## src/rtl/lsu.sv

```systemverilog
// Load/store unit between E and W: one memory transaction per instruction, load align/extend.
// Latency: non-mem 1 cycle; load 3 cycles with zero-wait memory; store 2 or 3 depending on STORE_RESP.
// Backpressure: one instruction in flight; m_ready_o only in IDLE; DONE holds until W_ready_i.
module lsu #(
    parameter int XLEN       = 64,
    parameter bit STORE_RESP = 1'b1
) (
    input  logic            clock,
    input  logic            reset,
    input  logic            E_valid_i,
    output logic            m_ready_o,
    input  logic [XLEN-1:0] addr_i,
    input  logic [XLEN-1:0] wdata_i,
    input  logic [XLEN-1:0] alu_result_i,
    input  logic [6:0]      load_info_i,
    input  logic [3:0]      store_info_i,
    input  logic [4:0]      rd_i,
    input  logic            wenReg_i,
    output logic            m_valid_o,
    input  logic            W_ready_i,
    output logic [4:0]      rd_o,
    output logic            wenReg_o,
    output logic [XLEN-1:0] result_o,
    output logic            misalign_o,
    output logic            mem_req_valid_o,
    input  logic            mem_req_ready_i,
    output logic [XLEN-1:0] mem_req_addr_o,
    output logic            mem_req_wen_o,
    output logic [XLEN-1:0] mem_req_wdata_o,
    output logic [7:0]      mem_req_wstrb_o,
    input  logic            mem_resp_valid_i,
    output logic            mem_resp_ready_o,
    input  logic [XLEN-1:0] mem_resp_rdata_i
);
    typedef enum logic [1:0] {IDLE, REQ, WAIT, DONE} state_t;

    state_t          state_q, state_d;
    logic [6:0]      load_q;
    logic            is_store_q;
    logic [2:0]      off_q;
    logic [XLEN-1:0] result_q;
    logic [4:0]      rd_q;
    logic            wen_q, mis_q;
    logic [XLEN-1:0] req_addr_q, req_wdata_q;
    logic            req_wen_q;
    logic [7:0]      req_wstrb_q;

    logic [10:0]     ops;
    logic            op_b, op_h, op_w, op_d;
    logic            none, bad_align, go_mem, err, accept;
    logic [7:0]      strb_base;
    logic [XLEN-1:0] shifted, load_val;

    assign ops    = {load_info_i, store_info_i};
    assign op_b   = load_info_i[0] | load_info_i[4] | store_info_i[0];
    assign op_h   = load_info_i[1] | load_info_i[5] | store_info_i[1];
    assign op_w   = load_info_i[2] | load_info_i[6] | store_info_i[2];
    assign op_d   = load_info_i[3] | store_info_i[3];
    assign none   = (ops == 11'd0);
    assign bad_align = (op_h & addr_i[0]) | (op_w & (|addr_i[1:0])) | (op_d & (|addr_i[2:0]));
    // op_b is accepted at any offset, so it never contributes to bad_align
    assign go_mem = $onehot(ops) && !bad_align && (op_b | op_h | op_w | op_d);
    assign err    = !none && !go_mem;
    assign accept = (state_q == IDLE) && E_valid_i && !reset;

    assign strb_base = ({8{store_info_i[0]}} & 8'h01) | ({8{store_info_i[1]}} & 8'h03) |
                       ({8{store_info_i[2]}} & 8'h0F) | ({8{store_info_i[3]}} & 8'hFF);

    assign shifted = mem_resp_rdata_i >> {off_q, 3'b000};

    always_comb begin
        load_val = '0;
        if (load_q[0])      load_val = {{(XLEN-8){shifted[7]}}, shifted[7:0]};
        else if (load_q[1]) load_val = {{(XLEN-16){shifted[15]}}, shifted[15:0]};
        else if (load_q[2]) load_val = {{(XLEN-32){shifted[31]}}, shifted[31:0]};
        else if (load_q[3]) load_val = shifted;
        else if (load_q[4]) load_val = {{(XLEN-8){1'b0}}, shifted[7:0]};
        else if (load_q[5]) load_val = {{(XLEN-16){1'b0}}, shifted[15:0]};
        else if (load_q[6]) load_val = {{(XLEN-32){1'b0}}, shifted[31:0]};
    end

    always_comb begin
        state_d = state_q;
        case (state_q)
            IDLE: if (E_valid_i) state_d = go_mem ? REQ : DONE;
            REQ:  if (mem_req_ready_i) state_d = (!is_store_q || STORE_RESP) ? WAIT : DONE;
            WAIT: if (mem_resp_valid_i) state_d = DONE;
            DONE: if (W_ready_i) state_d = IDLE;
            default: state_d = IDLE;
        endcase
    end

    always_ff @(posedge clock) begin
        if (reset) state_q <= IDLE;
        else       state_q <= state_d;
    end

    always_ff @(posedge clock) begin
        if (reset) begin
            load_q      <= '0;
            is_store_q  <= 1'b0;
            off_q       <= '0;
            result_q    <= '0;
            rd_q        <= '0;
            wen_q       <= 1'b0;
            mis_q       <= 1'b0;
            req_addr_q  <= '0;
            req_wdata_q <= '0;
            req_wen_q   <= 1'b0;
            req_wstrb_q <= '0;
        end else if (accept) begin
            load_q      <= load_info_i;
            is_store_q  <= |store_info_i;
            off_q       <= addr_i[2:0];
            result_q    <= none ? alu_result_i : '0;
            rd_q        <= rd_i;
            wen_q       <= wenReg_i && !err;
            mis_q       <= err;
            // Request fields stay zero for anything that will not reach REQ
            req_addr_q  <= go_mem ? {addr_i[XLEN-1:3], 3'b000} : '0;
            req_wen_q   <= go_mem && (|store_info_i);
            req_wdata_q <= (go_mem && (|store_info_i)) ? (wdata_i << {addr_i[2:0], 3'b000}) : '0;
            req_wstrb_q <= go_mem ? (strb_base << addr_i[2:0]) : '0;
        end else if (state_q == WAIT && mem_resp_valid_i) begin
            result_q <= is_store_q ? '0 : load_val;
        end
    end

    assign m_ready_o        = (state_q == IDLE) && !reset;
    assign m_valid_o        = (state_q == DONE) && !reset;
    assign mem_req_valid_o  = (state_q == REQ)  && !reset;
    assign mem_resp_ready_o = (state_q == WAIT) && !reset;

    assign result_o        = result_q;
    assign rd_o            = rd_q;
    assign wenReg_o        = wen_q;
    assign misalign_o      = mis_q;
    assign mem_req_addr_o  = req_addr_q;
    assign mem_req_wen_o   = req_wen_q;
    assign mem_req_wdata_o = req_wdata_q;
    assign mem_req_wstrb_o = req_wstrb_q;
endmodule

```

## config.mk

```make
export PLATFORM = sky130hd
export DESIGN_NAME = lsu
export DESIGN_NICKNAME = d
export VERILOG_FILES = /design/src/rtl/lsu.sv
export SDC_FILE = /design/constraint.sdc
export NUM_CORES = 1
export LEC_CHECK = 0
export CORE_AREA = 3 3 192 194
export DETAILED_ROUTE_END_ITERATION = 12
export DIE_AREA = 0 0 195 197
export HOLD_SLACK_MARGIN = 0.02
export PLACE_DENSITY = 0.69
export SETUP_SLACK_MARGIN = 0.5
export SYNTH_ARGS = -nofsm -noshare
export SYNTH_HDL_FRONTEND = slang
export SYNTH_SLANG_ARGS = --single-unit
```

## constraint.sdc

```tcl
create_clock -name clock -period 5.1 [get_ports clock]
set_clock_uncertainty 0.1 [all_clocks]
set_input_delay 0.765 -clock clock [delete_from_list [all_inputs] [get_ports clock]]
set_output_delay 0.765 -clock clock [all_outputs]
set_load 0.05 [all_outputs]
```

After elaboration in Yosys (flattened, before gate mapping). Cells that the tools add are included.

Reduce and logical (&&, ||, !) cells: 24. Bitwise logic cells: 18. Shift operators: 3. Equal/unequal tests: 8. Multiplexer cells: 20. Add/subtract/negate cells: 10.

Operators by type and width (count): $mux 64 (10); $mux 32 (3); $shl 64x6->64 (1); $shr 64x6->64 (1); $logic_and 1x1->1 (12); $or 1x1->1 (12); $logic_not 11->1 (1); $add 1x1->2 (5); $mux 2 (5); $mux 8 (1); $ne 2x2->1 const B (4); $or 4x8->8 (1); $pmux 2 s4 (1); $shl 8x3->8 (1); $add 2x2->3 (2); $logic_not 1->1 (5); $add 3x3->4 (1); $add 4x3->4 (1); $eq 2x2->1 const B (2); $eq 4x1->1 const B (1); $or 2x4->4 (1); $reduce_and 4->1 (1); $reduce_or 4->1 (1); $add 2x1->3 (1); other kinds (7) (9).

Logic and storage cells: 95. Register bits after elaboration: 221. Output and inout port bits: 212. Input port bits: 279.

Longest topological paths before layout. Gate-level depths: netlist of the first run.

Word-level depth: 12. Depth in mapped cells: 15. Gate-level depth less buffers: 13.

Least setup slack after synthesis of the first run. Ideal clock, no wire load.

Path kind: input port to flip-flop. Start point: input port load_info_i[5]. End point: register req_wdata_q[2], in the netlist mem_req_wdata_o[2]. Stages: 14. Path buffers: 2. Data arrival time: 4093 ps. Setup time: 117 ps. Setup slack: 790 ps. Required time: 4883 ps. Cell sequence: fa_1 > fa_1 > inv_1 > fa_1 > inv_1 > fa_1 > inv_1 > fa_1 > o2111a_1 > and4_4 > and2_4 > buf_6 > buf_6 > a32o_1.

Cells in the longest elaborated chain, start to end: 10. Elaborated cells on any way between the ends: 17. Those cells by class: 3 x add/sub; 1 x eq/ne; 1 x mux; 8 x bitwise; 4 x reduce/logical.

Ends and longest elaborated chain: start, declared (RTL line 15) `input logic [6:0] load_info_i,`; parallel branches: the longest is 7 deep, another holds $add 4x3->4; $logic_and 1x1->1 (*) (RTL line 62) `assign go_mem = $onehot(ops) && !bad_align && (op_b | op_h | op_w | op_d);`; $logic_and 1x1->1 (*) (RTL line 122) `req_wdata_q <= (go_mem && (|store_info_i)) ? (wdata_i << {addr_i[2:0], 3'b000}) : '0;`; $mux 64 (*) (RTL line 122); end signal, assigned (RTL line 122); end, declared (RTL line 44) `logic [XLEN-1:0] req_addr_q, req_wdata_q;`.

Mark *: on every way between the ends. A chain may end at the register's enable or synchronous reset.

Final worst setup path of the first run.
Start point: input port load_info_i[0]. End point: register req_wdata_q[55], in the netlist mem_req_wdata_o[55].

Cells in the longest elaborated chain, start to end: 9. Elaborated cells on any way between the ends: 14. Those cells by class: 4 x add/sub; 1 x eq/ne; 1 x mux; 5 x bitwise; 3 x reduce/logical.

Ends and longest elaborated chain (RTL line): $add 1x1->2 (implied by the code) (62); $add 2x2->3 (implied by the code) (62); $add 3x3->4 (implied by the code) (62); $add 4x3->4 (implied by the code) (62); $eq 4x1->1 (62); $logic_and 1x1->1 (62); $logic_and 1x1->1 (*) (62); $logic_and 1x1->1 (*) (122); $mux 64 (*) (122).

Mark *: on every way between the ends. The rest lies on a longest branch, timed or not.

==> flow_metrics.tcl, run 1 <==
set metrics [dict create \
    n_fill_cell 3278 \
    area_growth_pct 52.99 \
    grt-ovfl-total 0 \
    path_class "in2reg" \
    worstPathArrival_ns 4.68 \
    p_leak_nw 6.556 \
    grt_start_max_net_pins 71 \
    detail-route-antenna-nets 0 \
    grt_pass1_wl_um 72820 \
    clk_pin_slew_ns 0.06 \
    path_max_fanout 16 \
    wl_um 49820 \
    ys_async_sr_fraction 0 \
    yosys.cell_count.top_type "dfxtp_1" \
    drive_gt1_frac 0.1072 \
    first_global_vias 11530 \
    placed_cells 2128 \
    cts_hold_buf 0 \
    grt_usage 0.2425 \
    yosysUniqueCellTypes 69 \
    synthTopCellsByArea "dfxtp_1 37%, mux4_2 7.2%, a22o_1 5.8%" \
    setup-tns-final_ns 0 \
    port_buffers 487 \
    dp_hpwl_um 38710 \
    drt-vias-per-instance 5.511 \
    yosys.area.top_type_share 0.3749 \
    stdcell_count 2182 \
    ir_drop_uv 299.8 \
    fp.dieW_um 195 \
    max_cap_violations 0 \
    yosys_warnings 0 \
    gp_congestion 0.9282 \
    synth-main-ff-cell "dfxtp_1" \
    p_per_area_nw_per_um2 391.0 \
    startpoint_type "primary input" \
    dieArea_um2 38420 \
    cp.required_ns 5.40 \
    fin_nets 1989 \
    ys_ff_latch 218 \
    initial_core_util 0.3289 \
    core_area_um2 35400 \
    period_minus_slack_ns 4.381 \
    postCtsSetupBuffers 0 \
    cp-end-kind "flip-flop" \
    yosys-top-cells-count "218 x dfxtp_1, 124 x nor2_1, 102 x a21oi_1" \
    relSlewSlack 0.3500 \
    slew_viol_final 0 \
    std_cell_rows 69 \
    dr.pass1.iters 5 \
    syn_area_per_cell_um2 9.217 \
    postLayoutCoreUtil 0.5031 \
    clock_latency_ns 0.55 \
    antenna_found_initial 5 \
    hold_class "reg2reg" \
    die_y_um 197 \
    period_share 0.8591 \
    synth_seq_area_share 0.3749 \
    tightest_slew_ns 0.9751 \
    via_count 12030 \
    drc 0 \
    cts_max_level 1 \
    cts_buffers 27 \
    cts.path.max_buffers 3 \
    rsz0062_at_grt "no" \
    yosysTopAreaCell "dfxtp_1" \
    wire_per_inst_um 22.83 \
    fmax_mhz 228.2 \
    setup_viol_count_final 0 \
    syn-instance-count 1263 \
    synth_enable_flop_cells 0 \
    root_buffer "clkbuf_16" \
    power_mw 6.964 \
    drt_iter0_drc 1176 \
    syn_area_um2 11640 \
    status "completed" \
    cts_tree "built" \
    cts.sinks 218 \
    ios 491 \
    r2r_slack_ns 1.95 \
    ctsResizeCount 0 \
    hold_violations 0 \
]
[report_power, final]
| group | switching [mW] | internal, mW |
|---|---|---|
| Clock | 0.807 | 1.27 |
| Combinational | 1.78 | 1.06 |
| Sequential | 0.155 | 1.89 |
[layout by cell type, fill, tap and decap left out, types with 4 or more instances in the layout]
cell type	Yosys	final
a32o_1	16	16
ha_1	7	7
nand2b_1	4	4
and3_1	4	4
clkdlybuf4s50_1	0	484
nand3b_1	11	11
nor2b_1	12	12
nor3_1	30	30
o22ai_1	8	8
diode_2	0	4
a21oi_1	102	101
dfxtp_1	218	216
mux2_2	48	48
clkinv_2	0	6
o31a_1	18	18
inv_1	30	30
fa_1	7	7
o211ai_1	8	8
clkbuf_8	0	6
and2_1	6	6
a22o_1	77	77
o2bb2ai_1	12	12
bufinv_16	0	4
clkbuf_16	0	27
nor2_1	124	123
o31ai_1	5	5
a22oi_1	16	16
a211oi_1	52	52
nand2_1	88	87
mux4_2	37	37
buf_4	9	28
o21ai_0	95	95
mux2i_1	62	62
[layout make-up]
type	instances	area, µm²	share of cell area
multi-input cells	901	6640	0.3728
repair buffers	517	5125	0.2878
flip-flops and latches	218	4369	0.2453
clock buffers	34	762.0	0.04278
well taps	461	576.8	0.03239
clock inverters	16	210.2	0.01180
inverters	31	116.4	0.006534
diodes	4	10.01	0.0005620
[sequential cells by signal, indices dropped and copies added, names as in the netlist, 2 cells and up]
register / flops
load_q: 7
mem_req_addr_o: 61
mem_req_wdata_o: 64
mem_req_wstrb_o: 8
off_q: 3
rd_o: 5
result_o: 64
state_q: 2
[per-layer routing]
metal,global-route usage,vias to the layer above,share of wire
li1,-,5590,-
met1,0.3307,5784,0.43
met2,0.3776,544,0.46
met3,0.05504,105,0.081
met4,0.09031,2,0.036
met5,0,-,0.00018
[through the flow]
step	hold WS (ns)	setup slack, ns	instance area, µm²
after CTS	0.3553	0.7322	17800
after global placement	0.3353	0.1856	16830
final	0.3514	0.7188	17810
after detailed placement	0.3429	0.1558	16830
after global routing	0.3817	0.5478	17810
after floorplan	0.3647	0.7895	11650
[cells by family after synthesis]
| logic type | count (synthesis) | synth area share |
|---|---|---|
| compound gates | 431 | 0.2551 |
| fa+ha+maj | 14 | 0.01956 |
| buf+inv | 146 | 0.05718 |
| flops | 218 | 0.3749 |
| mux | 148 | 0.1723 |
| other cells | 1 | 0.0003221 |
| simple gates | 305 | 0.1207 |
[critical path: stages]
cell and delay [ns]:
clkdlybuf4s50_1 0.45, fa_1 0.54, fa_1 0.50, inv_1 0.05
fa_1 0.47, inv_1 0.05, fa_1 0.38, inv_1 0.09
fa_1 0.39, o2111a_1 0.16, and4_4 0.23, nand2_1 0.41
o21ai_0 0.19
[worst paths after layout]
check / startpoint / depth (start not counted) / endpoint
setup / recovery: load_info_i[0] / 13 / mem_req_wdata_o[55]$_SDFFE_PP0P_
hold reg to reg: mem_req_wstrb_o[0]$_SDFFE_PP0P_ / 2 / mem_req_wstrb_o[0]$_SDFFE_PP0P_
setup reg to reg: off_q[0]$_SDFFE_PP0P_ / 5 / result_o[38]$_SDFFE_PP0P_
hold / removal: mem_req_wstrb_o[0]$_SDFFE_PP0P_ / 2 / mem_req_wstrb_o[0]$_SDFFE_PP0P_
No activity file was read; power rests on OpenSTA's default activity.
==> run 2, diff against run 1 <==
--- a/config.mk
+++ b/config.mk
@@ -5,9 +5,10 @@
 export SDC_FILE = /design/constraint.sdc
 export NUM_CORES = 1
 export LEC_CHECK = 0
-export CORE_AREA = 3 3 192 194
+export CORE_AREA = 2 2 191 193
+export CTS_BUF_LIST = sky130_fd_sc_hd__clkbuf_16
 export DETAILED_ROUTE_END_ITERATION = 12
-export DIE_AREA = 0 0 195 197
+export DIE_AREA = 0 0 193 195
 export HOLD_SLACK_MARGIN = 0.02
 export PLACE_DENSITY = 0.69
 export SETUP_SLACK_MARGIN = 0.5
==> flow_metrics.tcl, run 2 (synthesized netlist as in run 1, its figures left out) <==
set metrics [dict create \
    register_area_um2 4369 \
    worstPathArrival_ns 4.77 \
    place_area_um2 16810 \
    cpMostUsedCell "fa_1" \
    clock_latency_ns 0.55 \
    detail-route-antenna-nets 0 \
    postLayoutCoreUtil 0.5006 \
    dr.pass1.iters 5 \
    path_cells "clkdlybuf4s50_1 -> fa_1 -> fa_1 -> inv_1 -> fa_1 -> inv_1 -> fa_1 -> inv_1 -> fa_1 -> o2111a_1 -> and4_4 -> nand3_1 -> o21ai_0" \
    fin_nets 1984 \
    die_y_um 195 \
    dp_hpwl_um 38190 \
    grt_start_max_net_pins 127 \
    multi_input_area_um2 6640 \
    cp.required_ns 5.46 \
    slew_viol_final 0 \
    critical_path.top_delay_family "adder cells" \
    ir_drop_uv 285.6 \
    cts_max_level 1 \
    grt_usage 0.2467 \
    relSlewSlack 0.1039 \
    placed_cells 2123 \
    n_fill_cell 3286 \
    tightest_slew_ns 1.334 \
    period_share 0.8663 \
    first_global_vias 11440 \
    grt-ovfl-total 0 \
    pre_cts_ws_ns 0.1294 \
    max_cap_violations 0 \
    p_per_area_nw_per_um2 384.9 \
    std_cell_rows 69 \
    setup-tns-final_ns 0 \
    drive_gt1_frac 0.09655 \
    rsz0062_at_grt "no" \
    grt_pass1_wl_um 71290 \
    max_stage_delay_ns 0.55 \
    cts.sinks 218 \
    drt-vias-per-instance 5.532 \
    clk_pin_slew_ns 0.06 \
    worst_slack_ns 0.6821 \
    root_buffer "clkbuf_16" \
    hold_violations 0 \
    area_growth_pct 52.21 \
    final_common_cell "clkdlybuf4s50_1" \
    ios 491 \
    cp-end-kind "flip-flop" \
    ctsResizeCount 0 \
    fin_area_um2 17720 \
    cts.path.max_buffers 3 \
    antenna_found_initial 8 \
    startpoint_type "primary input" \
    stdcell_count 2178 \
    via_count 12050 \
    port_buffers 487 \
    fmax_mhz 226.4 \
    cp_slowest_cell "fa_1" \
    fp.dieW_um 193 \
    power_mw 6.821 \
    hold_ws_ns 0.3499 \
    dieArea_um2 37640 \
    cts_hold_buf 0 \
    path_class "in2reg" \
    period_minus_slack_ns 4.418 \
    p_leak_nw 6.505 \
    path_max_fanout 8 \
    cts_buffers 27 \
    initial_core_util 0.3289 \
    drt_iter0_drc 975 \
    core_area_um2 35400 \
    wire_per_inst_um 22.67 \
    postCtsSetupBuffers 0 \
    crit_buf_inv 4 \
    hold_class "reg2reg" \
    wl_um 49390 \
    setup_viol_count_final 0 \
    drc 0 \
    gp_congestion 0.9613 \
    layout_common_cells "484 x clkdlybuf4s50_1, 216 x dfxtp_1, 123 x nor2_1" \
    status "completed" \
    cts_tree "built" \
]
[run 2: path summary, 6_finish.rpt]
check / to / cells past startpoint / start / slack, ns
max: mem_req_wdata_o[28]$_SDFFE_PP0P_ / 13 / load_info_i[0] / 0.68
min: mem_req_wstrb_o[7]$_SDFFE_PP0P_ / 2 / mem_req_wstrb_o[7]$_SDFFE_PP0P_ / 0.35
max reg2reg: result_o[52]$_SDFFE_PP0P_ / 6 / off_q[1]$_SDFFE_PP0P_ / 1.89
min reg2reg: mem_req_wstrb_o[7]$_SDFFE_PP0P_ / 2 / mem_req_wstrb_o[7]$_SDFFE_PP0P_ / 0.35
[run 2: layer usage]
metal,global-route usage,vias to the layer above,wire [µm]
met5,0,-,0
met4,0.09484,0,2024
met3,0.06021,109,4652
met2,0.3882,617,22330
met1,0.3251,5763,20380
li1,-,5560,-
[run 2: report_power, final]
part           internal (mW)  switching, mW
clock                   1.16          0.772
sequential              1.89          0.148
combinational           1.06           1.79
total                   4.11           2.71
[run 2: layout make-up]
class	count	area share
inverter	31	0.006567
clock buffer	27	0.03813
timing repair buffer	512	0.2885
antenna	8	0.001130
multi-input combinational	901	0.3747
clock inverter	20	0.01179
sequential	218	0.2466
tap	461	0.03255
[run 2: worst reg2reg max path, cell delays in order, from the launching register on]
cell,delay [ns]
dfxtp_2,0.38
buf_4,0.60
mux2_2,0.44
a221oi_1,0.47
o21ai_1,0.36
o21ai_0,0.58
a211oi_1,0.16
